[config.mk]
export PLATFORM = sky130hd
export DESIGN_NAME = branch_unit
export DESIGN_NICKNAME = d
export VERILOG_FILES = /design/src/rtl/branch_unit.sv
export SDC_FILE = /design/constraint.sdc
export NUM_CORES = 1
export LEC_CHECK = 0
export CORE_UTILIZATION = 40
export DETAILED_ROUTE_END_ITERATION = 7
export PLACE_DENSITY = 0.67
export REMOVE_ABC_BUFFERS = 1
export SLEW_MARGIN = 10
export SYNTH_ARGS = -nofsm -noshare
export SYNTH_HDL_FRONTEND = slang
export SYNTH_SLANG_ARGS = --single-unit
[constraint.sdc]
create_clock -name clk -period 1.9 [get_ports clk]
set_input_delay 0.38 -clock clk [delete_from_list [all_inputs] [get_ports clk]]
set_output_delay 0.38 -clock clk [all_outputs]
set_load 0.005 [all_outputs]
[src/rtl/branch_unit.sv]
// Conditional branch resolver: holds comparator flags, evaluates a branch
// after a valid/ready accept, then drives a PC load and a timed pipeline flush.
module branch_unit #(
    parameter int unsigned ADDR_WIDTH   = 8,
    parameter int unsigned FLUSH_CYCLES = 2
) (
    input  logic                  clk,
    input  logic                  rstN,
    input  logic                  equal,
    input  logic                  less,
    input  logic                  flagWrite,
    input  logic                  brValid,
    output logic                  brReady,
    input  logic [2:0]            brCond,
    input  logic [ADDR_WIDTH-1:0] brOffset,
    input  logic [ADDR_WIDTH-1:0] pcIn,
    output logic                  flagZ,
    output logic                  flagN,
    output logic                  taken,
    output logic [ADDR_WIDTH-1:0] pcTarget,
    output logic                  pcLoad,
    output logic                  flush,
    output logic                  brDone
);

    typedef enum logic [1:0] {
        IDLE,
        EVAL,
        FLUSH
    } state_t;

    state_t                  state;
    logic [2:0]              cond_q;
    logic [ADDR_WIDTH-1:0]   offset_q;
    logic [ADDR_WIDTH-1:0]   pc_q;
    logic                    snap_z;
    logic                    snap_n;
    logic [3:0]              flush_cnt;
    logic                    cond_met;

    always_comb begin
        cond_met = 1'b0;
        case (cond_q)
            3'b000:  cond_met = snap_z;
            3'b001:  cond_met = !snap_z;
            3'b010:  cond_met = snap_n;
            3'b011:  cond_met = !snap_n;
            3'b100:  cond_met = snap_n | snap_z;
            3'b101:  cond_met = !snap_n & !snap_z;
            3'b110:  cond_met = 1'b1;
            default: cond_met = 1'b0;
        endcase
    end

    assign brReady = (state == IDLE);

    always_ff @(posedge clk or negedge rstN) begin
        if (!rstN) begin
            state     <= IDLE;
            cond_q    <= '0;
            offset_q  <= '0;
            pc_q      <= '0;
            snap_z    <= 1'b0;
            snap_n    <= 1'b0;
            flush_cnt <= '0;
            flagZ     <= 1'b0;
            flagN     <= 1'b0;
            taken     <= 1'b0;
            pcTarget  <= '0;
            pcLoad    <= 1'b0;
            flush     <= 1'b0;
            brDone    <= 1'b0;
        end else begin
            if (flagWrite) begin
                flagZ <= equal;
                flagN <= less;
            end

            pcLoad <= 1'b0;
            brDone <= 1'b0;

            case (state)
                IDLE: begin
                    if (brValid) begin
                        cond_q   <= brCond;
                        offset_q <= brOffset;
                        pc_q     <= pcIn;
                        // Same-edge flag write is forwarded into the snapshot.
                        snap_z   <= flagWrite ? equal : flagZ;
                        snap_n   <= flagWrite ? less  : flagN;
                        state    <= EVAL;
                    end
                end

                EVAL: begin
                    taken    <= cond_met;
                    pcTarget <= pc_q + offset_q + ADDR_WIDTH'(1);
                    if (cond_met) begin
                        pcLoad    <= 1'b1;
                        flush     <= 1'b1;
                        flush_cnt <= 4'(FLUSH_CYCLES);
                        state     <= FLUSH;
                    end else begin
                        brDone <= 1'b1;
                        state  <= IDLE;
                    end
                end

                FLUSH: begin
                    if (flush_cnt == 4'd1) begin
                        flush  <= 1'b0;
                        brDone <= 1'b1;
                        state  <= IDLE;
                    end
                    flush_cnt <= flush_cnt - 4'd1;
                end

                default: state <= IDLE;
            endcase
        end
    end

endmodule

==> run summary, run 1 <==
Final setup viols = 0
Skew final = 0.00591 ns
Placed standard-cell area = 0.00253 mm²
Clock slew at reported path FFs = 0.08 ns
TritonRoute pass-1 iters = 4
CP Data Arrival Time = 1.46 ns
CTS tree = done
Share of cells above drive strength 1 = 0.247
Util after Layout = 0.551
GRT Total Usage = 0.155
Die H = 73.0 µm
Final period utilization = 0.970
Worst-Skew Late Latency = 0.29 ns
Core ar. = 0.00479 mm²
Initial antenna violation count = 0
H-tree depth = 2
Final hold vios = 0
Seq/Total Area, Yosys = 0.509
Gp weighted congestion = 0.746
Crit path launch type = register
First-pass GRT wire length = 6.22 mm
Std cell rows = 25
Top_reg_cell synth = dfrtp_1
DRC viols = 0
CP endpoint kind = output port
CTS root buf = clkbuf_8
Syn_area_per_cell = 11.9 µm²
Design Area, Final = 0.00264 mm²
Status = complete, no violations
Vias in the first global route = 1435
1st-iter DRT viols = 58
Avg WL per Cell = 12.7 µm
Slew HR = 0.699
Remaining antenna violation count = 0
Cell Count, Final, Fillers Out = 286
Routed WL = 3.62 mm
Synthesized area = 0.00202 mm²
Power Density = 1700 mW/mm²
Clock buffer count from CTS = 5
Largest net degree at the start of global routing = 24
CTS max path bufs = 2
P_leak = 1.15 nW
Post-synth cell types = 40
P&R area growth vs syn = 30.7%
Async set or reset register ratio after synthesis = 1.00
Min Clock Period, post-route = 1.84 ns
Nets = 256
N_diodes = 0
Total of max-cap violations = 0
#FFs+latches synth = 41
Initial core utilization = 0.421
Maximum vdd drop = 894 µV
Gr ovfl total = 0
# IOs = 40
CTS sink count = 41
Mapped Cells = 169
Full die area = 0.00533 mm²
Worst slew pin tran = 0.452 ns
Post-DP HPWL = 2.82 mm
Die W = 73.0 µm
Setup_tns = 0 ns
Critical path class = register to output port
Final Max Slew Viols = 0
Peak Freq = 543 MHz
Via count = 1424
Vias/cell = 4.98
EDFF count, synth = 0
Port bufs = 39
RSZ-0062 raised after global routing = yes
Ys Warns = 0
Cells after DPL = 277
Hold-fix buffers at CTS = 0
Peak fanout along the critical path = 3
Critical Path RT = 1.52 ns
Worst hold path class = input pin to async pin
Hold_ws = 0.0280 ns
-- stage by stage --
stage	setup slack, ns	power [W]
after floorplan	-0.00204	0.00309
after global placement	0.0350	0.00382
after detailed placement	-0.0509	0.00388
after CTS	0.0218	0.00447
after global routing	-0.0212	0.00486
final	0.0575	0.00449
-- flip-flops by register name, summed over array words and instances (netlist names) --
signal / flops
flagZ: 1
pcTarget: 8
pc_q: 8
flush_cnt: 4
taken: 1
snap_n: 1
cond_q: 3
snap_z: 1
flagN: 1
brDone: 1
state: 2
offset_q: 8
flush: 1
pcLoad: 1
-- cells by family (layout without fill, tap and decap cells) --
group,count (synthesis),count (layout),synth area share
compound gates,35,35,0.112
buf+inv,18,68,0.0341
flops,41,41,0.509
simple gates,28,28,0.0769
xor+xnor,6,6,0.0261
fa+ha+maj,13,13,0.0844
mux,28,28,0.158
-- cell usage in the layout (no fill, tap or decap), drive strengths merged, types with 2 or more instances in the layout --
cell type / Yosys / final
clkinv: 0 / 2
nor3: 2 / 2
clkbuf: 2 / 6
buf: 2 / 8
xnor2: 4 / 4
xor2: 2 / 2
o311ai: 2 / 2
nor2: 4 / 4
nand2: 12 / 12
o21ai: 10 / 10
mux2: 27 / 27
or3: 4 / 4
inv: 14 / 14
a21o: 2 / 2
ha: 12 / 12
clkdlybuf4s50: 0 / 38
dfrtp: 41 / 41
a21oi: 10 / 10
-- power by group --
part           switching [W]  internal (W)
clock network       0.000288      0.000255
logic                0.00107       0.00131
registers           0.000268       0.00129
total                0.00163       0.00286
-- layer usage --
layer / GRT usage / share of wire / vias up
met5: 0 / 0 / -
met4: 0.0327 / 0.0072 / 0
met3: 0.0511 / 0.046 / 5
met2: 0.249 / 0.47 / 38
met1: 0.204 / 0.48 / 691
li1: - / - / 690
-- repair_timing --
item / CTS / global route
pin swaps: 1 / 2
buffers inserted: 0 / 1
setup endpoints to repair: 2 / 4
resized for setup: 2 / 7
-- worst max-delay path, cell delays in order, from the launching register on --
cell	delay, ns
dfrtp_1	0.38
inv_1	0.10
ha_2	0.20
clkdlybuf4s50_1	0.50
-- path summary, 6_finish.rpt --
check | startpoint | end | slack, ns | cells after the start
min in group clk | taken | taken | 0.49 | 1
hold reg to reg | taken | taken | 0.49 | 1
hold / removal | rstN | state[1] | 0.03 | 1
setup / recovery | state[1] | brReady | 0.06 | 3
setup reg to reg | offset_q[0] | pcTarget[4] | 0.06 | 8
max in group asynchronous | rstN | offset_q[1] | 1.39 | 2
-- cells in the mapped netlist, types with 2 or more instances --
library cell | instances | area share
a21o_1 | 2 | 0.0074
a21oi_1 | 10 | 0.025
clkbuf_1 | 2 | 0.0037
dfrtp_1 | 41 | 0.51
ha_1 | 12 | 0.074
inv_1 | 14 | 0.026
mux2_2 | 26 | 0.15
nand2_1 | 12 | 0.022
nor2_1 | 4 | 0.0074
o21ai_0 | 9 | 0.022
o311ai_0 | 2 | 0.0087
or3_1 | 3 | 0.0093
xnor2_1 | 4 | 0.017
xor2_1 | 2 | 0.0087
-- cell type report --
cell class	count	area, µm²
flip-flops and latches	41	1030
multi-input cells	110	941
repair buffers	46	450
well taps	67	83.8
clock inverters	2	10.0
fillers	433	2150
inverters	14	52.6
clock buffers	6	72.6
(Power assumes the default switching activity.)
==> run 2: changes to the inputs <==
Settings changed: HOLD_SLACK_MARGIN from default to 0.05, SKIP_CTS_REPAIR_TIMING from default to 1.
==> run summary, run 2 (synthesis gave the netlist of run 1 again) <==
P_leak = 1.15 nW (+0.37%)
Most frequent cells in the layout = dfrtp_1 (41), clkdlybuf4s50_1 (38), mux2_2 (26), inv_1 (12), nand2_1 (12)
Remaining antenna violation count = 0 (unchanged)
Crit path launch type = register
Setup_tns = 0 ns (unchanged)
Status = complete, no violations
Initial core utilization = 0.421 (unchanged)
Grt met1 use = 0.203 (-0.000890)
Initial antenna violation count = 0 (unchanged)
Slew HR = 0.699 (about the same)
CP Data Arrival Time = 1.46 ns (about the same)
GRT Total Usage = 0.155 (-0.000296)
Biggest regs = offset_q x8, pcTarget x8, pc_q x8
Gr ovfl total = 0 (unchanged)
GR Layer Usage met2 = 0.249 (unchanged)
Vias in the first global route = 1434 (-0.070%)
Final period utilization = 0.969 (about the same)
DRC viols = 0 (unchanged)
Worst-Skew Late Latency = 0.29 ns (about the same)
# IOs = 40 (unchanged)
Critical path class = register to output port
Die W = 73.0 µm (unchanged)
Worst hold path class = register to register
Final Worst Setup Slack = 0.0591 ns (+0.00160 ns)
Skew final = 0.00576 ns (-0.000151 ns)
Most common cell after layout, fill and taps aside = dfrtp_1
CP endpoint kind = output port
CTS sink count = 41 (unchanged)
Min Clock Period, post-route = 1.84 ns (-0.00160 ns)
Peak fanout along the critical path = 3 (unchanged)
Final hold vios = 0 (unchanged)
Total of max-cap violations = 0 (unchanged)
Core ar. = 0.00479 mm² (unchanged)
Place WS = -0.0509 ns (unchanged)
P&R area growth vs syn = 31.2%
Port bufs = 39 (unchanged)
Hold_ws = 0.486 ns (+0.458 ns)
Routed WL = 3.64 mm (+0.55%)
Clock buffer count from CTS = 5 (unchanged)
Clock slew at reported path FFs = 0.08 ns (about the same)
Critical Path RT = 1.52 ns (about the same)
Met3 Use GR = 0.0511 (unchanged)
GR peak layer = met2
1st-iter DRT viols = 48 (-17%)
Share of cells above drive strength 1 = 0.245 (-0.00112)
CTS root buf = clkbuf_8
Largest net degree at the start of global routing = 24 (unchanged)
Avg WL per Cell = 12.7 µm (+0.20%)
Die H = 73.0 µm (unchanged)
Power Density = 1700 mW/mm² (-0.32%)
N_diodes = 0 (unchanged)
TritonRoute pass-1 iters = 4 (unchanged)
H-tree depth = 2 (unchanged)
First-pass GRT wire length = 6.21 mm (-0.21%)
Std cell rows = 25 (unchanged)
Post-DP HPWL = 2.82 mm (unchanged)
Peak Freq = 543 MHz (about the same)
Full die area = 0.00533 mm² (unchanged)
Gp weighted congestion = 0.746 (unchanged)
Worst slew pin tran = 0.452 ns (+0.000597 ns)
Nets = 257 (+0.39%)
Final Max Slew Viols = 0 (unchanged)
Via count = 1421 (-0.21%)
Maximum vdd drop = 895 µV (about the same)
Final setup viols = 0 (unchanged)
CTS tree = done
Vias/cell = 4.95 (-0.56%)
RSZ-0062 raised after global routing = yes
CTS max path bufs = 2 (unchanged)
run 2: changes by cell type in the layout (fill, tap and decap cells not counted):
cell,before,now
dlygate4sd3_1,0,1
run 2: stage by stage:
| step | instance area [µm²] | total power [W] | util | instances |
|---|---|---|---|---|
| floorplan | 2000 | 0.00309 | - | 165 |
| global placement | 2530 | 0.00382 | 0.528 | 277 |
| detailed placement | 2530 | 0.00388 | 0.528 | 277 |
| CTS | 2610 | 0.00444 | 0.545 | 285 |
| global route | 2650 | 0.00486 | 0.553 | 287 |
| finish | 2650 | 0.00449 | 0.553 | 287 |
run 2: path summary, 6_finish.rpt:
kind	startpoint	end	slack (ns)	depth (start not counted)
max	state[1]	brReady	0.06	3
max reg2reg	offset_q[0]	pcTarget[4]	0.06	8
min	taken	taken	0.49	1
min reg2reg	taken	taken	0.49	1
max in group asynchronous	rstN	offset_q[1]	0.86	3
min in group asynchronous	rstN	state[1]	0.56	2
run 2: per-layer routing:
layer,vias to the layer above,part of all wire
li1,691,-
met3,2,0.034
met2,32,0.47
met4,0,0.0047
met1,696,0.49
met5,-,0
run 2: area by class of cell:
| type | count | area [µm²] |
|---|---|---|
| flip-flops and latches | 41 | 1030 |
| well taps | 67 | 83.8 |
| fillers | 432 | 2140 |
| clock inverters | 2 | 10.0 |
| inverters | 14 | 52.6 |
| clock buffers | 6 | 72.6 |
| multi-input cells | 110 | 941 |
| repair buffers | 47 | 460 |
run 2: critical path: stages (launching register included):
cell	delay [ns]
dfrtp_1	0.38
inv_1	0.10
ha_2	0.20
clkdlybuf4s50_1	0.50
run 2: power by group:
group          internal, W  leakage [nW]  switching (W)  total [W]
clock network     0.000255        0.0450       0.000287   0.000541
logic              0.00132         0.615        0.00107    0.00239
registers          0.00129         0.489       0.000268    0.00156
total              0.00286          1.15        0.00163    0.00449
==> run 3: changes to the inputs <==
Settings changed: CORE_MARGIN from default to 2.
==> run summary, run 3 (synthesis gave the netlist of run 1 again) <==
TritonRoute pass-1 iters = 4 (unchanged)
Peak fanout along the critical path = 3 (unchanged)
Port bufs = 39 (unchanged)
Maximum vdd drop = 950 µV (+6.1%)
Fill count = 430 (-0.46%)
Total Power = 0.00456 W (+1.4%)
Routed WL = 3.66 mm (+0.60%)
Reg2Reg Setup Slack = 0.06 ns (about the same)
Area of the multi-input gates = 951 µm² (+1.1%)
CP max stage cell = clkdlybuf4s50_1
N_diodes = 0 (unchanged)
Design Area, Final = 0.00265 mm² (+0.28%)
H-tree depth = 2 (unchanged)
Critical Path, Cell by Cell = inv_1, ha_4, clkdlybuf4s50_1
Worst hold path class = input pin to async pin
Crit-path max cell delay = 0.49 ns (about the same)
Clock buffer count from CTS = 5 (unchanged)
Remaining antenna violation count = 0 (unchanged)
Final Max Slew Viols = 0 (unchanged)
Final period utilization = 0.979 (+0.0106)
Nets = 257 (unchanged)
Sw frac = 0.361 (-0.000797)
Most common cell after layout, fill and taps aside = dfrtp_1
Share of cells above drive strength 1 = 0.245 (unchanged)
Hold_ws = 0.137 ns (-0.349 ns)
Final setup viols = 0 (unchanged)
CTS sink count = 41 (unchanged)
Largest net degree at the start of global routing = 42 (+75%)
Die W = 75.0 µm (+2.7%)
Worst slew pin tran = 0.506 ns (+0.0541 ns)
Post-DP HPWL = 2.63 mm (-6.8%)
CTS tree = done
P&R area growth vs syn = 31.6%
Place WS = 0.00630 ns (+0.0572 ns)
RSZ-0062 raised after global routing = yes
Peak Freq = 537 MHz (-1.1%)
Int Pwr = 0.00291 W (+1.6%)
Initial antenna violation count = 0 (unchanged)
CP Data Arrival Time = 1.48 ns (+0.02 ns)
Crit path launch type = register
Setup_tns = 0 ns (unchanged)
Final Worst Setup Slack = 0.0390 ns (-0.0202 ns)
Switch Pwr = 0.00165 W (+1.2%)
First-pass GRT wire length = 6.24 mm (+0.55%)
CTS max path bufs = 2 (unchanged)
DRC viols = 0 (unchanged)
Status = complete, no violations
Placed standard-cell area = 0.00253 mm² (unchanged)
Final hold vios = 0 (unchanged)
GRT Total Usage = 0.149 (-0.00587)
1st-iter DRT viols = 54 (+13%)
Combinational power share = 0.539 (+0.007)
R2r startpoint = offset_q[0]
FF-to-FF End = pcTarget[4]
Skew final = 0.00957 ns (+0.00381 ns)
Slew HR = 0.663 (-0.0360)
Reg area = 0.00103 mm² (unchanged)
CTS root buf = clkbuf_8
Total of max-cap violations = 0 (unchanged)
Critical path class = register to output port
# IOs = 40 (unchanged)
Die H = 75.0 µm (+2.7%)
Clock slew at reported path FFs = 0.08 ns (about the same)
Reg power frac = 0.341 (-0.007)
P_leak = 1.16 nW (+0.67%)
Full die area = 0.00563 mm² (+5.6%)
Avg WL per Cell = 12.8 µm (+0.60%)
Initial core utilization = 0.421 (unchanged)
Clock network power share = 0.120 (about the same)
Via count = 1427 (+0.42%)
CP endpoint kind = output port
Min Clock Period, post-route = 1.86 ns (+0.0202 ns)
Vias in the first global route = 1394 (-2.8%)
Gp weighted congestion = 0.854 (+14%)
Core ar. = 0.00479 mm² (unchanged)
Worst-Skew Late Latency = 0.29 ns (about the same)
Power Density = 1720 mW/mm² (+1.2%)
Std cell rows = 25 (unchanged)
Biggest regs = offset_q x8, pcTarget x8, pc_q x8
Critical Path RT = 1.52 ns (about the same)
Vias/cell = 4.97 (+0.42%)
Gr ovfl total = 0 (unchanged)
Most frequent cells in the layout = dfrtp_1 (41), clkdlybuf4s50_1 (38), mux2_2 (25), inv_1 (13), nand2_1 (12)
FF-to-FF path depth = 8 (unchanged)
run 3: how the worst max path moves through the flow:
stage | endpoint | start | depth (start not counted)
final | brReady | state[0] | 3
after global routing | pcTarget[4] | pc_q[0] | 8
after detailed placement | pcTarget[6] | offset_q[0] | 9
after CTS | pcTarget[6] | offset_q[0] | 9
after floorplan | flush_cnt[3] | state[1] | 7
after global placement | pcTarget[4] | offset_q[0] | 8
run 3: worst max-delay path: cells and delay by family (launching register included):
family                   cells  cell delay [ns]
buffers and inverters        2             0.62
flip-flops                   1             0.40
adder cells (fa/ha/maj)      1             0.16
run 3: metrics by stage:
stage	util	std cells
floorplan	-	165
global placement	0.528	277
detailed placement	0.528	277
CTS	0.545	285
global route	0.555	287
finish	0.555	287
run 3: area by class of cell:
class                   count  share of cell area
flip-flops and latches     41               0.387
clock buffers               6              0.0273
clock inverters             2             0.00377
multi-input cells         110               0.358
repair buffers             47               0.173
well taps                  67              0.0316
inverters                  14              0.0198
run 3: power groups by stage:
| stage | Combinational (W) | Clock (W) | Sequential (W) |
|---|---|---|---|
| floorplan | 0.00157 | 0 | 0.00152 |
| global placement | 0.00230 | 0 | 0.00156 |
| detailed placement | 0.00233 | 0 | 0.00157 |
| CTS | 0.00235 | 0.000562 | 0.00156 |
| global route | 0.00279 | 0.000602 | 0.00161 |
| finish | 0.00246 | 0.000547 | 0.00155 |
run 3: per-layer routing:
layer  global-route usage  vias up  wire length [µm]
li1                     -      696                 -
met4               0.0357        0                36
met1                0.200      687              1700
met3               0.0522        5               177
met2                0.232       39              1750
met5                    0        -                 0
